--- src/rtl/parity_tx.sv ---
// Serial transmitter: 11-bit frame (start, 8 data LSB first, parity, stop) per accepted byte.
// Latency: start bit on tx_out the cycle after accept; frame lasts 11*CLKS_PER_BIT cycles.
// Backpressure: din_ready high only when idle; din_valid is ignored while a frame is in flight.
module parity_tx #(
    parameter int CLKS_PER_BIT = 4,
    parameter int PAR_ODD      = 0
) (
    input  logic       clk,
    input  logic       rst,
    input  logic [7:0] din,
    input  logic       din_valid,
    output logic       din_ready,
    output logic       tx_out,
    output logic       tx_busy,
    output logic       tx_done
);

    typedef enum logic [2:0] {
        IDLE   = 3'd0,
        START  = 3'd1,
        DATA   = 3'd2,
        PARITY = 3'd3,
        STOP   = 3'd4
    } state_t;

    // Last count of a bit period, and the count one before it (used to
    // pre-register tx_done so it lines up with the final stop-bit cycle).
    localparam logic [7:0] CNT_LAST = 8'(CLKS_PER_BIT - 1);
    localparam logic [7:0] CNT_PRE  = 8'((CLKS_PER_BIT > 1) ? (CLKS_PER_BIT - 2) : 0);
    localparam logic       PAR_INV  = (PAR_ODD != 0);
    localparam logic       ONE_CLK  = (CLKS_PER_BIT == 1);

    state_t     state;
    logic [7:0] bit_cnt;
    logic [2:0] data_idx;
    logic [7:0] shreg;
    logic       par_bit;
    logic       bit_end;

    // Bit boundary: the current bit has been held for its full period.
    assign bit_end = (bit_cnt == CNT_LAST);

    // Frame sequencer; every output is a register so tx_out only moves on bit boundaries.
    always_ff @(posedge clk) begin
        if (rst) begin
            state     <= IDLE;
            bit_cnt   <= '0;
            data_idx  <= '0;
            shreg     <= '0;
            par_bit   <= 1'b0;
            tx_out    <= 1'b1;
            din_ready <= 1'b1;
            tx_busy   <= 1'b0;
            tx_done   <= 1'b0;
        end else begin
            tx_done <= 1'b0;

            if (state != IDLE) begin
                bit_cnt <= bit_end ? 8'd0 : bit_cnt + 8'd1;
            end

            case (state)
                IDLE: begin
                    if (din_valid && din_ready) begin
                        // Capture byte and its parity now; din is free to change afterwards.
                        shreg     <= din;
                        par_bit   <= (^din) ^ PAR_INV;
                        state     <= START;
                        tx_out    <= 1'b0;
                        din_ready <= 1'b0;
                        tx_busy   <= 1'b1;
                        bit_cnt   <= 8'd0;
                        data_idx  <= 3'd0;
                    end
                end

                START: begin
                    if (bit_end) begin
                        state    <= DATA;
                        tx_out   <= shreg[0];
                        shreg    <= shreg >> 1;
                        data_idx <= 3'd0;
                    end
                end

                DATA: begin
                    if (bit_end) begin
                        if (data_idx == 3'd7) begin
                            state  <= PARITY;
                            tx_out <= par_bit;
                        end else begin
                            data_idx <= data_idx + 3'd1;
                            tx_out   <= shreg[0];
                            shreg    <= shreg >> 1;
                        end
                    end
                end

                PARITY: begin
                    if (bit_end) begin
                        state   <= STOP;
                        tx_out  <= 1'b1;
                        // With a one-cycle bit the stop bit's only cycle is also its last.
                        tx_done <= ONE_CLK;
                    end
                end

                STOP: begin
                    if (bit_end) begin
                        state     <= IDLE;
                        din_ready <= 1'b1;
                        tx_busy   <= 1'b0;
                    end else begin
                        tx_done <= (bit_cnt == CNT_PRE);
                    end
                end

                default: begin
                    state     <= IDLE;
                    bit_cnt   <= '0;
                    tx_out    <= 1'b1;
                    din_ready <= 1'b1;
                    tx_busy   <= 1'b0;
                end
            endcase
        end
    end

endmodule

--- config.mk ---
export PLATFORM = sky130hd
export DESIGN_NAME = parity_tx
export DESIGN_NICKNAME = d
export VERILOG_FILES = /design/src/rtl/parity_tx.sv
export SDC_FILE = /design/constraint.sdc
export NUM_CORES = 1
export LEC_CHECK = 0
export ABC_AREA = 1
export BUFFER_PORTS_ARGS = -buffer_cell sky130_fd_sc_hd__buf_4
export CAP_MARGIN = 20
export CORE_MARGIN = 2
export CORE_UTILIZATION = 60
export CTS_CLUSTER_SIZE = 20
export DETAILED_ROUTE_END_ITERATION = 10
export PLACE_DENSITY = 0.82
export SYNTH_ARGS = -nofsm -noshare
export SYNTH_HDL_FRONTEND = slang
export SYNTH_SLANG_ARGS = --single-unit
--- constraint.sdc ---
create_clock -name clk -period 3.9 [get_ports clk]
set_input_delay 0.195 -clock clk [delete_from_list [all_inputs] [get_ports clk]]
set_output_delay 0.195 -clock clk [all_outputs]
set_load 0.01 [all_outputs]
# Word level (Yosys, flattened, before mapping)
# Cells that the tools add are included.
[totals]
inputBits = 11
elab_cells = 70
out_inout_bits = 4
ff_bits = 27
[classes]
eq_ne = 14
n_bitwise = 2
n_addsub = 2
reduce_logical = 13
n_mux = 30
[ops]
columns = ["cell", "n"]
rows = [
  ["$mux 8", 7],
  ["$mux 3", 9],
  ["$pmux 8 s3", 1],
  ["$eq 8x2->1 const B", 2],
  ["$pmux 8 s2", 1],
  ["$pmux 3 s5", 1],
  ["$ne 2x2->1 const B", 7],
  ["$reduce_and 5->1", 2],
  ["$pmux 3 s3", 1],
  ["$add 8x1->8 const B", 1],
  ["$reduce_xor 8->1", 1],
  ["$mux 1", 7],
  ["$eq 3x2->1 const B", 2],
  ["$eq 3x3->1 const B", 2],
  ["$pmux 1 s3", 2],
  ["$reduce_and 6->1", 1],
  ["$reduce_bool 3->1", 2],
  ["$reduce_or 3->1", 2],
  ["$pmux 1 s5", 1],
  ["$reduce_or 4->1", 1],
  ["$add 3x1->3 const B", 1],
  ["$eq 3x1->1 const B", 1],
  ["$logic_not 3->1", 1],
  ["$reduce_and 3->1", 1],
  ["3 further kinds", 4],
]

# Logic depth before layout (Yosys ltp)
# Gate-level depths: netlist of the first run.
[logic_depth]
word_depth = 5
depth_mapped = 10

# Worst setup path after synthesis of the first run
# Ideal clock, no wire load.
[synth_path]
path_kind = "register -> register"
from = "register data_idx[0]"
to = "register shreg[2]"
required_ps = 3787
path_stages_with_launch = 10
arrival_time_ps = 1349
setup_time_ps = 113
period_less_slack_ps = 1462
path_buffers = 1
path_slack_ps = 2438
cell_sequence = "dfxtp_1 > ha_1 > ha_1 > nand3_1 > nand2_2 > nor2_8 > nand2_8 > buf_6 > nor2_1 > nor2_1"
[synth_via]
elab_chain_len = 3
[synth_lines]
columns = ["element", "line_no", "rtl"]
rows = [
  ["start, declared", "35", "logic [2:0] data_idx;"],
  ["start signal, assigned", "92", "data_idx <= data_idx + 3'd1;"],
  ["$eq 3x3->1", "88", "if (data_idx == 3'd7) begin"],
  ["$ne 2x2->1 (no line)", "-", ""],
  ["$reduce_and 5->1 (no line)", "-", ""],
  ["end signal, assigned", "66", "shreg <= din;"],
  ["end signal, assigned", "81", "shreg <= shreg >> 1;"],
  ["end signal, assigned", "94", "shreg <= shreg >> 1;"],
  ["end, declared", "36", "logic [7:0] shreg;"],
]
# Every way passes these cells.
# A chain may end at the register's enable or synchronous reset.

# Final worst setup path of the first run
[layout_path]
from = "register data_idx[0]"
to = "register shreg[3]"
# The elaborated chain is that of the path after synthesis.

==> results.cfg, run 1 <==
[global_route]
antenna_found_initial = 0
grt-ovfl-total = 0
grt_pass1_wl_mm = 5.49
grt_usage_pct = 21.3
grt_max_degree = 20
grt_pass1_vias = 1339

[drt]
vias = 1472
drt_iter0_drc = 75
ant_nets = 0
routed_via_density = 4.92
routed_wl_mm = 3.06
routedWlPerCell_um = 10.2
drc = 0
dr.pass1.iters = 4

[yosys]
yosysUniqueCellTypes = 31
netlist_area_sq_mm = 0.00166
synth.top_cell.area_share_pct = 32.6
ys_seq_area_share_pct = 32.6
yosys.area_share.xor_xnor_pct = 3.70
synthSimpleGateAreaFrac_pct = 41.7
yosys.area.top_type = dfxtp_1
yosys.area_share.adder_pct = 3.02
synth.top_cells.by_area = dfxtp_1 (33%), nand2_1 (19%), nor2_1 (8.2%)
synth_top_family_by_area = simple AND/OR/NAND/NOR gates
synth_compound_area_share_pct = 8.84
syn_avg_cell_area_sq_um = 6.52
syn_inst = 254
ys_ff_latch = 27
synth.area.mux_share_pct = 0
synth_warnings = 0
synth.net_count = 269

[cells_and_area]
area_growth_pct = 8.53
final_cell_mix = nand2_1 (85), nor2_1 (36), dfxtp_1 (27)
antennaDiodeCount = 0
seq_area_sq_um = 541
final_common_cell = nand2_1
finish.utilization_pct = 66.9
multi_input_area_sq_um = 948
layout.nets = 284
drive_gt1_share_pct = 16.8
fillCellCount = 234

[pwr]
ir_drop_mv = 0.621
power.density_mw_per_mm2 = 799
leakagePower_nw = 0.896

[place]
place_congestion = 0.831
hpwl_mm = 2.32
portBuffers = 14

[min_path]
hold_class = in -> reg
hold_depth = 2
min_from = rst
min_to = shreg[7]$_SDFFE_PP0P_

[floorplan]
core_area_sq_mm = 0.00269
die-area_sq_mm = 0.00320
start_util_pct = 61.7
num_io_pins = 15
core.rowCount = 19
die_h_um = 56.5
die_x_um = 56.5

[clock_network]
hold_buffers = 0
post_cts_resized = 0
clk_pin_slew_ps = 140
cts_setup_buffers = 0
clock_latency_ps = 320
cts-htree-levels = 1
cts_tree = yes
clock-sinks = 27
numCtsBuffers = 3
cts_buffer_depth = 2
root_buffer = clkbuf_4

[timing]
max_freq_mhz = 657
tns_ps = 0
rsz0062_at_grt = false
tightest_slew_ps = 509
finClkSkew_ps = 4.13
period_share_pct = 39.0
finalSetupViolations = 0
hold_viol = 0
finalCriticalPeriod_ps = 1520
slew_viol_final = 0
max_slew_margin_pct = 65.9

[worst_setup_path]
reg2reg_from = data_idx[0]$_SDFFE_PP0P_
path_class = reg -> reg
reg2regPathDepth = 8
critPathLaunchType = flop
crit_arrival_ps = 1750
crit_path_max_fanout = 19
r2r-end = shreg[3]$_SDFFE_PP0P_
crit_required_ps = 4130
crit_path_end_kind = flop
reg2reg_slack_ps = 2380

[run]
cap_violations = 0

[outcome]
status = complete, no violations
-- synth_stat cells, drive strengths merged --
library cell,instances
a21oi,10
nor2,38
clkinv,1
nand4,6
nand3,12
o21ai,10
or2,1
buf,4
dfxtp,27
o21a,1
inv,36
nand2,92
nor3,1
ha,4
a31oi,2
xnor2,2
xor2,5
nand3b,1
nor4,1
-- metrics by stage --
stage                     power [mW]  std cells  hold WS (ps)  area (sq um)  worst slack [ps]
after floorplan                 1.20        254           257          1660              2440
after global placement          1.31        295           383          1770              2410
after detailed placement        1.32        295           390          1770              2400
after CTS                       1.44        299          38.8          1800              2380
after global routing            1.60        299          30.1          1800              2230
final                           1.44        299          42.3          1800              2380
-- sequential cells by signal (all words and copies together) (netlist names) --
register,count
bit_cnt,8
data_idx,3
din_ready,1
par_bit,1
shreg,8
state,3
tx_busy,1
tx_done,1
tx_out,1
-- power breakdown --
| group | switching (mW) | internal, mW | total (mW) | leakage (nW) |
|---|---|---|---|---|
| combinational | 0.571 | 0.306 | 0.877 | 0.659 |
| sequential | 0.0661 | 0.374 | 0.440 | 0.222 |
| clock | 0.0795 | 0.0400 | 0.120 | 0.0150 |
| total | 0.716 | 0.721 | 1.44 | 0.896 |
-- cells by family after synthesis --
| kind of cell | Yosys count |
|---|---|
| buf+inv | 41 |
| compound gates | 23 |
| xor+xnor | 7 |
| simple gates | 152 |
| flops | 27 |
| fa+ha+maj | 4 |
-- how the worst max path moves through the flow --
stage                              from                    end  slack [ps]  depth (start not counted)
2_1_floorplan  data_idx[0]$_SDFFE_PP0P_  shreg[2]$_SDFFE_PP0P_        2440                          9
3_3_place_gp   data_idx[0]$_SDFFE_PP0P_  shreg[3]$_SDFFE_PP0P_        2410                          8
3_5_place_dp   data_idx[0]$_SDFFE_PP0P_  shreg[3]$_SDFFE_PP0P_        2400                          8
4_1_cts        data_idx[0]$_SDFFE_PP0P_  shreg[2]$_SDFFE_PP0P_        2380                          9
5_1_grt           bit_cnt[1]$_SDFF_PP0_  bit_cnt[5]$_SDFF_PP0_        2230                          8
6_report       data_idx[0]$_SDFFE_PP0P_  shreg[3]$_SDFFE_PP0P_        2380                          8
-- area by class of cell --
cell class                      count  share of cell area, %
Inverter                           37                   7.72
Clock buffer                        4                   1.46
Multi-Input combinational cell    186                   52.7
Timing Repair Buffer               14                   5.85
Sequential cell                    27                   30.1
Tap cell                           31                   2.16
-- worst max-delay path, stage by stage (launching register included) --
cell and delay, ps:
dfxtp_1 350, ha_1 190, ha_1 220, nand3_1 110, nand2_2 90, nor2_8 150, nand2_8 120, nor2_1 150
nor2_1 60
-- layer usage --
| layer | vias to the layer above | global-route usage [%] | wire, um |
|---|---|---|---|
| met4 | 0 | 4.08 | 20 |
| met3 | 2 | 3.46 | 70 |
| met5 | - | 0 | 0 |
| li1 | 813 | - | - |
| met1 | 642 | 28.8 | 1540 |
| met2 | 15 | 35.9 | 1430 |
No activity file was read; power rests on OpenSTA's default activity.
==> run 2, diff against run 1 <==
Settings changed: ABC_AREA 1 to 0, CORE_UTILIZATION 60 to 57, PLACE_DENSITY 0.82 to 0.79.
Clock period 3.9 ns to 1.5 ns, I/O delays scaled along.
==> results.cfg, run 2 <==
[outcome]
status = complete, but fails checks
violations = setup timing

[floorplan]
num_io_pins = 15
start_util_pct = 60.2
die-area_sq_mm = 0.00304
core_area_sq_mm = 0.00248
die_x_um = 55.1
die_h_um = 55.1
core.rowCount = 18

[global_route]
grt_max_degree = 30
grt-ovfl-total = 0
antenna_found_initial = 0
grt_pass1_vias = 1325
grt_pass1_wl_mm = 5.91
grt_usage_pct = 27.4

[place]
portBuffers = 14
place_congestion = 0.811
place_ws_ps = -480
place_area_sq_mm = 0.00187
hpwl_mm = 2.45
placed_cells = 235

[worst_setup_path]
crit_path_max_fanout = 9
crit_path_frequent_cell = ha_4
crit_chain = ha_4 > ha_4 > or4b_4 > o31ai_4 > o31a_4 > buf_12 > nor2_1 > a311oi_2
crit_path_end_kind = flop
slowest_stage = or4b_4
crit_arrival_ps = 2220
cp_slowest_stage_delay_ps = 490
path_class = reg -> reg
crit_required_ps = 1760
critPathLaunchType = flop

[min_path]
hold_class = in -> reg

[cells_and_area]
drive_gt1_share_pct = 38.8
top_regs = bit_cnt x8, shreg x8
design_area_sq_mm = 0.00202
finish.utilization_pct = 81.7
antennaDiodeCount = 0
layout.nets = 230
final_common_cell = buf_4
final_cells = 244
area_growth_pct = 35.9
final_cell_mix = buf_4 (41), nor2_1 (27), dfxtp_1 (23)

[clock_network]
clk_pin_slew_ps = 140
numCtsBuffers = 3
cts-htree-levels = 1
root_buffer = clkbuf_4
clock-sinks = 27
cts_buffer_depth = 2
cts_tree = yes
clock_latency_ps = 330

[timing]
worst_slack_ps = -466
rsz0062_at_grt = true
finClkSkew_ps = 3.11
hold_ws_ps = 40.2
finalSetupViolations = 24
max_slew_margin_pct = 67.1
tightest_slew_ps = 492
slew_viol_final = 0
hold_viol = 0
finalCriticalPeriod_ps = 1970
period_share_pct = 131
max_freq_mhz = 509

[run]
cap_violations = 0

[yosys]
synthSimpleGateAreaFrac_pct = 24.5
synth.top_cell.area_share_pct = 36.3
synth_warnings = 0
yosys.area_share.adder_pct = 3.36
syn_avg_cell_area_sq_um = 8.56
synth.net_count = 189
synth_edf_count = 0
ys_ff_latch = 27
yosysMostFrequentCell = nor2_1
yosys.area.top_type = dfxtp_1
synth_common_cells = nor2_1 (28), dfxtp_1 (27), nand2_1 (16), a21oi_1 (11), o21ai_0 (11)
synth_top_family_by_area = simple AND/OR/NAND/NOR gates
synth.top_cells.by_area = dfxtp_1 (36%), a311oi_2 (7.1%), nor2_1 (7.1%)
netlist_area_sq_mm = 0.00149
synth_compound_area_share_pct = 22.1
yosys.area_share.xor_xnor_pct = 8.82
syn_inst = 174
yosysUniqueCellTypes = 42
synth-async-reset-ratio_pct = 0
synth-main-ff-cell = dfxtp_1
ys_seq_area_share_pct = 36.3
synth.area.mux_share_pct = 0.672

[drt]
route.met2.wl_mm = 1.95
ant_nets = 0
drc = 0
wl_met1_mm = 1.62
dr.pass1.iters = 4
drt_iter0_drc = 30
top_layer = met4
routedWlPerCell_um = 15.5
routed_wl_mm = 3.79
route.met3.wl_um = 148
vias = 1441
routed_via_density = 5.91

[pwr]
seq_power_share_pct = 47.9
swShare_pct = 30.5
clkPwrFrac_pct = 19.2
pwr-share-comb_pct = 32.9
p_int_mw = 1.17
p_sw_uw = 512
leakagePower_nw = 0.793
ir_drop_mv = 0.621
power.density_mw_per_mm2 = 830
==> run 2: path summary, 6_finish.rpt <==
| path | from | slack, ps | depth (start not counted) | endpoint |
|---|---|---|---|---|
| min | din[7] | 40 | 3 | shreg[7]$_SDFFE_PP0P_ |
| max | data_idx[1]$_SDFFE_PP0P_ | -470 | 8 | shreg[6]$_SDFFE_PP0P_ |
| min reg2reg | shreg[7]$_SDFFE_PP0P_ | 510 | 2 | shreg[7]$_SDFFE_PP0P_ |
| max reg2reg | data_idx[1]$_SDFFE_PP0P_ | -470 | 8 | shreg[6]$_SDFFE_PP0P_ |
==> run 2: per-layer routing <==
metal,up-vias,GRT usage (%)
met2,36,50.0
met3,9,3.76
met1,697,32.0
met5,-,0
met4,0,11.0
li1,699,-
==> run 2: final cells by class <==
cell class,instances,area (sq um)
multi-input cells,135,1010
well taps,30,37.5
inverters,1,3.75
flip-flops and latches,27,546
fillers,161,453
clock buffers,4,26.3
repair buffers,47,400
==> run 2: kinds of logic after synthesis <==
group / after synthesis
DFF: 27
and+or+nand+nor: 72
xor gates and xnor gates: 15
muxes: 1
AOI/OAI and AO/OA: 43
buffers and inverters: 12
adders and majority gates: 4
==> run 2: stage by stage <==
stage / setup TNS [ps] / total power, mW
after detailed placement: -8940 / 1.29
after floorplan: -5400 / 1.12
after global placement: -7820 / 1.26
after CTS: -9190 / 1.65
after global routing: -11040 / 1.77
final: -9250 / 1.68
==> run 2: timing repair <==
action                                  CTS  global route
hold buffers                              0             0
pin swaps                                 8             2
endpoints found under the setup margin   24            24
gates resized for setup                  11             8
buffers inserted                          3             1
gates cloned                              1             0
==> run 2: power groups by stage <==
stage	clock (mW)	combinational [mW]	sequential, mW
2_1_floorplan	0	0.298	0.823
3_3_place_gp	0	0.449	0.814
3_5_place_dp	0	0.470	0.817
4_1_cts	0.320	0.527	0.802
5_1_grt	0.363	0.593	0.810
6_report	0.323	0.552	0.805
==> run 2: critical path: cells and delay by family (launching register included) <==
kind,cells,cell delay (ps)
AND/OR/NAND/NOR,2,540
AO/OA/AOI/OAI,3,540
flip-flops,1,370
adder cells (fa/ha/maj),2,310
buffers and inverters,1,130
